<file path="src/rtl/fifo_pack_reader.sv">
// fifo_pack_reader: pops items from a push/pop FIFO, packs NPACK of them
// into one wide word (first item in lane 0) and hands the word downstream
// over a valid/ready handshake. A flush request emits whatever has been
// collected so far as a partial word with its unused lanes zeroed.
module fifo_pack_reader #(
   parameter int MSBD  = 3,
   parameter int NPACK = 4,
   parameter int CNTW  = 3
) (
   input  logic                      clock,
   input  logic                      reset,
   input  logic [MSBD:0]             fifo_data,
   input  logic                      fifo_empty,
   input  logic                      fifo_full,
   input  logic                      fifo_push,
   output logic                      fifo_pop,
   input  logic                      flush,
   output logic [NPACK*(MSBD+1)-1:0] out_data,
   output logic [CNTW-1:0]           out_count,
   output logic                      out_valid,
   input  logic                      out_ready,
   output logic                      busy
);

   localparam int W = MSBD + 1;
   localparam logic [CNTW-1:0] FULL_CNT = CNTW'(NPACK);

   logic [NPACK*W-1:0] acc_q, acc_d;
   logic [CNTW-1:0]    acc_cnt_q, acc_cnt_d;
   logic               flush_pend_q, flush_pend_d;
   logic [NPACK*W-1:0] out_data_q, out_data_d;
   logic [CNTW-1:0]    out_count_q, out_count_d;
   logic               out_valid_q, out_valid_d;

   logic               pop_eff;
   logic               slot_free;
   logic               full_load;
   logic [NPACK*W-1:0] acc_cap;
   logic [NPACK*W-1:0] flush_word;
   logic [CNTW-1:0]    cnt_cap;

   // Pop request and the FIFO's view of it: a same-cycle accepted push wins.
   always_comb begin
      fifo_pop  = ~reset & ~fifo_empty & (acc_cnt_q < FULL_CNT) & ~flush & ~flush_pend_q;
      pop_eff   = fifo_pop & ~(fifo_push & ~fifo_full);
      slot_free = ~out_valid_q | out_ready;
   end

   // Accumulator as it would look after this edge's capture, plus the zero-padded flush word.
   always_comb begin
      acc_cap    = acc_q;
      flush_word = '0;
      for (int k = 0; k < NPACK; k++) begin
         if (pop_eff && (acc_cnt_q == CNTW'(k))) begin
            acc_cap[k*W +: W] = fifo_data;
         end
         if (CNTW'(k) < acc_cnt_q) begin
            flush_word[k*W +: W] = acc_q[k*W +: W];
         end
      end
      cnt_cap   = acc_cnt_q + {{(CNTW-1){1'b0}}, pop_eff};
      full_load = slot_free & (cnt_cap == FULL_CNT);
   end

   // Next-state: full words take priority over flush; flush with nothing collected is a no-op.
   always_comb begin
      acc_d        = acc_cap;
      acc_cnt_d    = cnt_cap;
      flush_pend_d = flush_pend_q;
      out_data_d   = out_data_q;
      out_count_d  = out_count_q;
      out_valid_d  = out_valid_q;
      if (out_valid_q && out_ready) begin
         out_valid_d = 1'b0;
      end
      if (full_load) begin
         out_data_d  = acc_cap;
         out_count_d = FULL_CNT;
         out_valid_d = 1'b1;
         acc_cnt_d   = '0;
      end else if (flush_pend_q && (acc_cnt_q == '0)) begin
         flush_pend_d = 1'b0;
      end else if (flush_pend_q && slot_free) begin
         out_data_d   = flush_word;
         out_count_d  = acc_cnt_q;
         out_valid_d  = 1'b1;
         acc_cnt_d    = '0;
         flush_pend_d = 1'b0;
      end
      if (flush) begin
         flush_pend_d = 1'b1;
      end
   end

   // State registers; reset discards any partial or held word.
   always_ff @(posedge clock) begin
      if (reset) begin
         acc_q        <= '0;
         acc_cnt_q    <= '0;
         flush_pend_q <= 1'b0;
         out_data_q   <= '0;
         out_count_q  <= '0;
         out_valid_q  <= 1'b0;
      end else begin
         acc_q        <= acc_d;
         acc_cnt_q    <= acc_cnt_d;
         flush_pend_q <= flush_pend_d;
         out_data_q   <= out_data_d;
         out_count_q  <= out_count_d;
         out_valid_q  <= out_valid_d;
      end
   end

   assign out_data  = out_data_q;
   assign out_count = out_count_q;
   assign out_valid = out_valid_q;
   assign busy      = (acc_cnt_q != '0) | out_valid_q | flush_pend_q;

endmodule

</file>
<file path="config.mk">
export PLATFORM = sky130hd
export DESIGN_NAME = fifo_pack_reader
export DESIGN_NICKNAME = d
export VERILOG_FILES = /design/src/rtl/fifo_pack_reader.sv
export SDC_FILE = /design/constraint.sdc
export NUM_CORES = 1
export LEC_CHECK = 0
export BUFFER_PORTS_ARGS = -buffer_cell sky130_fd_sc_hd__buf_2
export CAP_MARGIN = 10
export CORE_UTILIZATION = 53
export DETAILED_ROUTE_END_ITERATION = 10
export PLACE_DENSITY = 0.77
export SLEW_MARGIN = 20
export SYNTH_ARGS = -nofsm -noshare
export SYNTH_HDL_FRONTEND = slang
export SYNTH_SLANG_ARGS = --single-unit
</file>
<file path="constraint.sdc">
create_clock -name clock -period 3.06 [get_ports clock]
set_input_delay 0.153 -clock clock [delete_from_list [all_inputs] [get_ports clock]]
set_output_delay 0.153 -clock clock [all_outputs]
set_load 0.05 [all_outputs]
</file>
==> impl_metrics.yaml <==
sta:
  tns_ns: 0
  finClkSkew_ns: 0.0124
  fin_crit_sh_pct: 90.1
  max_slew_margin_pct: 52.6
  finalHoldViolations: 0
  slew_violations: 0
  tightest_slew_ns: 0.705
  setup_ws_ns: 0.304
  fmax_ghz: 0.363
  setup_violations: 0
  fin_crit_ns: 2.76
  rsz0062_at_grt: "false"
global_routing:
  grt-ovfl-total: 0
  grt_pass1_wl_um: 5690
  grt_max_degree: 39
  antenna_found_initial: 0
  grt_use_total_pct: 22.3
  grt_pass1_vias: 1250
power:
  vdd.ir_drop.worst_mv: 0.344
  p_leak_nw: 0.742
  p_per_area_nw_per_um2: 435
clock_tree:
  tritoncts: "done"
  cts_resized: 0
  root_buffer: "clkbuf_4"
  cts_hold_buffers: 0
  insertion_delay_ns: 0.35
  clock-sinks: 40
  clk_pin_slew_worst_paths_ns: 0.12
  post_cts_buffers: 0
  h-tree-depth: 2
  cts_buffers: 5
  clockBufferDepth: 2
place:
  placedCellCount: 233
  pre_cts_slack_ns: 0.263
  port_buffers: 32
  gp_congestion: 0.888
  hpwlAfterDp_um: 2610
setup_path:
  cp.required_ns: 3.37
  crit_chain: "or4_4 -> nor3_2 -> and2_1 -> ha_1 -> xnor2_1 -> nor3b_1 -> nand3_1 -> a21oi_1 -> a22o_1"
  end_kind: "flip-flop"
  critPathLaunchType: "flip-flop"
  cp.arrival_ns: 3.06
  path_class: "flip-flop to flip-flop"
  cpLargestDelayFamily: "simple AND/OR/NAND/NOR gates"
  slowest_stage: "or4_4"
  cp_max_fo: 8
  path_buf_inv: 0
  cpPeakStageDelay_ns: 0.60
routing:
  wl_per_cell_um: 15.0
  vias: 1371
  ant_nets: 0
  dr.pass1.iters: 4
  drt-total-wl_um: 3620
  avgViaCountPerCell: 5.69
  drt-initial-drc-count: 39
  drc_errors: 0
floorplanning:
  die_x_um: 58.4
  initial_core_util_pct: 55.7
  ios: 33
  dieArea_sq_um: 3410
  fp-row-count: 20
  die_y_um: 58.4
  core_sq_um: 3030
yosys:
  synthesis.nets: 177
  synthDistinctLibCells: 36
  ys.flop_type: "dfxtp_1"
  synth_seq_cells: 40
  synthCells: 165
  netlist_area_sq_um: 1690
  avgSynthCellArea_sq_um: 10.2
  synth_warnings: 0
  synth_edf_count: 0
  yosysSeqAreaShare_pct: 47.5
  async_reset_ff_share_pct: 0
min_path:
  hp-class: "primary input to flip-flop"
cells_and_area:
  layout_commonest_cell: "dfxtp_1"
  fin_nets: 208
  drive_above_1_share_pct: 31.0
  fillers: 260
  antenna_cells: 0
  areaGrowthSynthToFinish_pct: 13.9
  final_cell_mix: "dfxtp_1 (40), buf_2 (32), nor2_1 (18)"
  fin_cells: 241
job:
  cap_violations: 0
outcome:
  status: "completed"
[per-layer routing]
layer,wire length (um),track usage (%)
met1,1630,27.8
met2,1810,36.6
met3,141,7.25
met4,40,7.48
met5,0,0
[sequential cells by signal, summed over array words and instances, names as in the netlist]
name	flops
acc_q	16
out_data	16
acc_cnt_q	3
out_count	3
flush_pend_q	1
out_valid	1
[cell type report]
class / instances / area, sq um / area share [%]
Clock buffer: 5 / 37.5 / 1.95
Sequential cell: 40 / 801 / 41.7
Tap cell: 44 / 55.1 / 2.86
Timing Repair Buffer: 36 / 190 / 9.90
Clock inverter: 3 / 18.8 / 0.977
Inverter: 1 / 3.75 / 0.195
Multi-Input combinational cell: 112 / 816 / 42.4
[final timing paths]
kind,depth (start not counted),slack [ns],end,startpoint
min reg2reg,1,0.49,out_data[8]$_SDFFE_PP0P_,acc_q[8]$_SDFF_PP0_
min,3,0.03,flush_pend_q$_SDFFE_PP0P_,flush
max,9,0.30,out_data[8]$_SDFFE_PP0P_,flush_pend_q$_SDFFE_PP0P_
max reg2reg,9,0.30,out_data[8]$_SDFFE_PP0P_,flush_pend_q$_SDFFE_PP0P_
[where the power goes]
group          switching [W]  internal [W]  leakage [nW]
clock network       0.000171     0.0000882        0.0349
registers         0.00000330      0.000524         0.323
logic              0.0000340     0.0000161         0.384
[metrics by stage]
step	cell area [sq um]	hold WS, ns	util, %	total power [W]
6_report	1920	0.0349	63.5	0.000837
5_1_grt	1920	0.0228	63.5	0.000875
4_1_cts	1920	0.0313	63.3	0.000841
3_5_place_dp	1860	0.413	61.4	0.000588
3_3_place_gp	1860	0.401	61.4	0.000587
2_1_floorplan	1690	0.280	-	0.000570
[cell families after synthesis]
family                     after synthesis  share of synthesized area, %
buffers and inverters                   13                          4.45
and+or+nand+nor                         54                          18.0
DFF                                     40                          47.5
adders and majority gates                1                         0.742
AOI/OAI and AO/OA                       40                          19.3
xor gates and xnor gates                 1                         0.519
muxes                                   16                          9.50
[worst reg2reg max path, cell delays in order (launching register included)]
cell and delay (ns):
dfxtp_1 0.39, or4_4 0.60, nor3_2 0.25, and2_1 0.17, ha_1 0.15, xnor2_1 0.09, nor3b_1 0.25, nand3_1 0.28
a21oi_1 0.36, a22o_1 0.18
[cells in the mapped netlist (2+ instances only)]
master | count | share of area (%)
clkbuf_1 | 9 | 2.0
buf_6 | 2 | 1.3
dfxtp_1 | 40 | 47
nor2_1 | 18 | 4.0
a22o_1 | 4 | 2.1
nor4_2 | 2 | 1.5
a211oi_1 | 7 | 3.1
a221oi_2 | 4 | 3.6
a21oi_1 | 9 | 2.7
or4_4 | 2 | 1.3
nand2_1 | 10 | 2.2
nand2b_1 | 2 | 0.74
a221oi_1 | 4 | 2.1
a31o_2 | 4 | 2.1
and2_1 | 2 | 0.74
o21ai_0 | 2 | 0.59
nor3_1 | 2 | 0.59
and3_1 | 4 | 1.5
a211oi_2 | 2 | 1.5
mux2i_1 | 16 | 9.5
or3_1 | 2 | 0.74
nor3b_1 | 2 | 0.89
nand3_1 | 3 | 0.89
No activity file was read; power rests on OpenSTA's default activity.
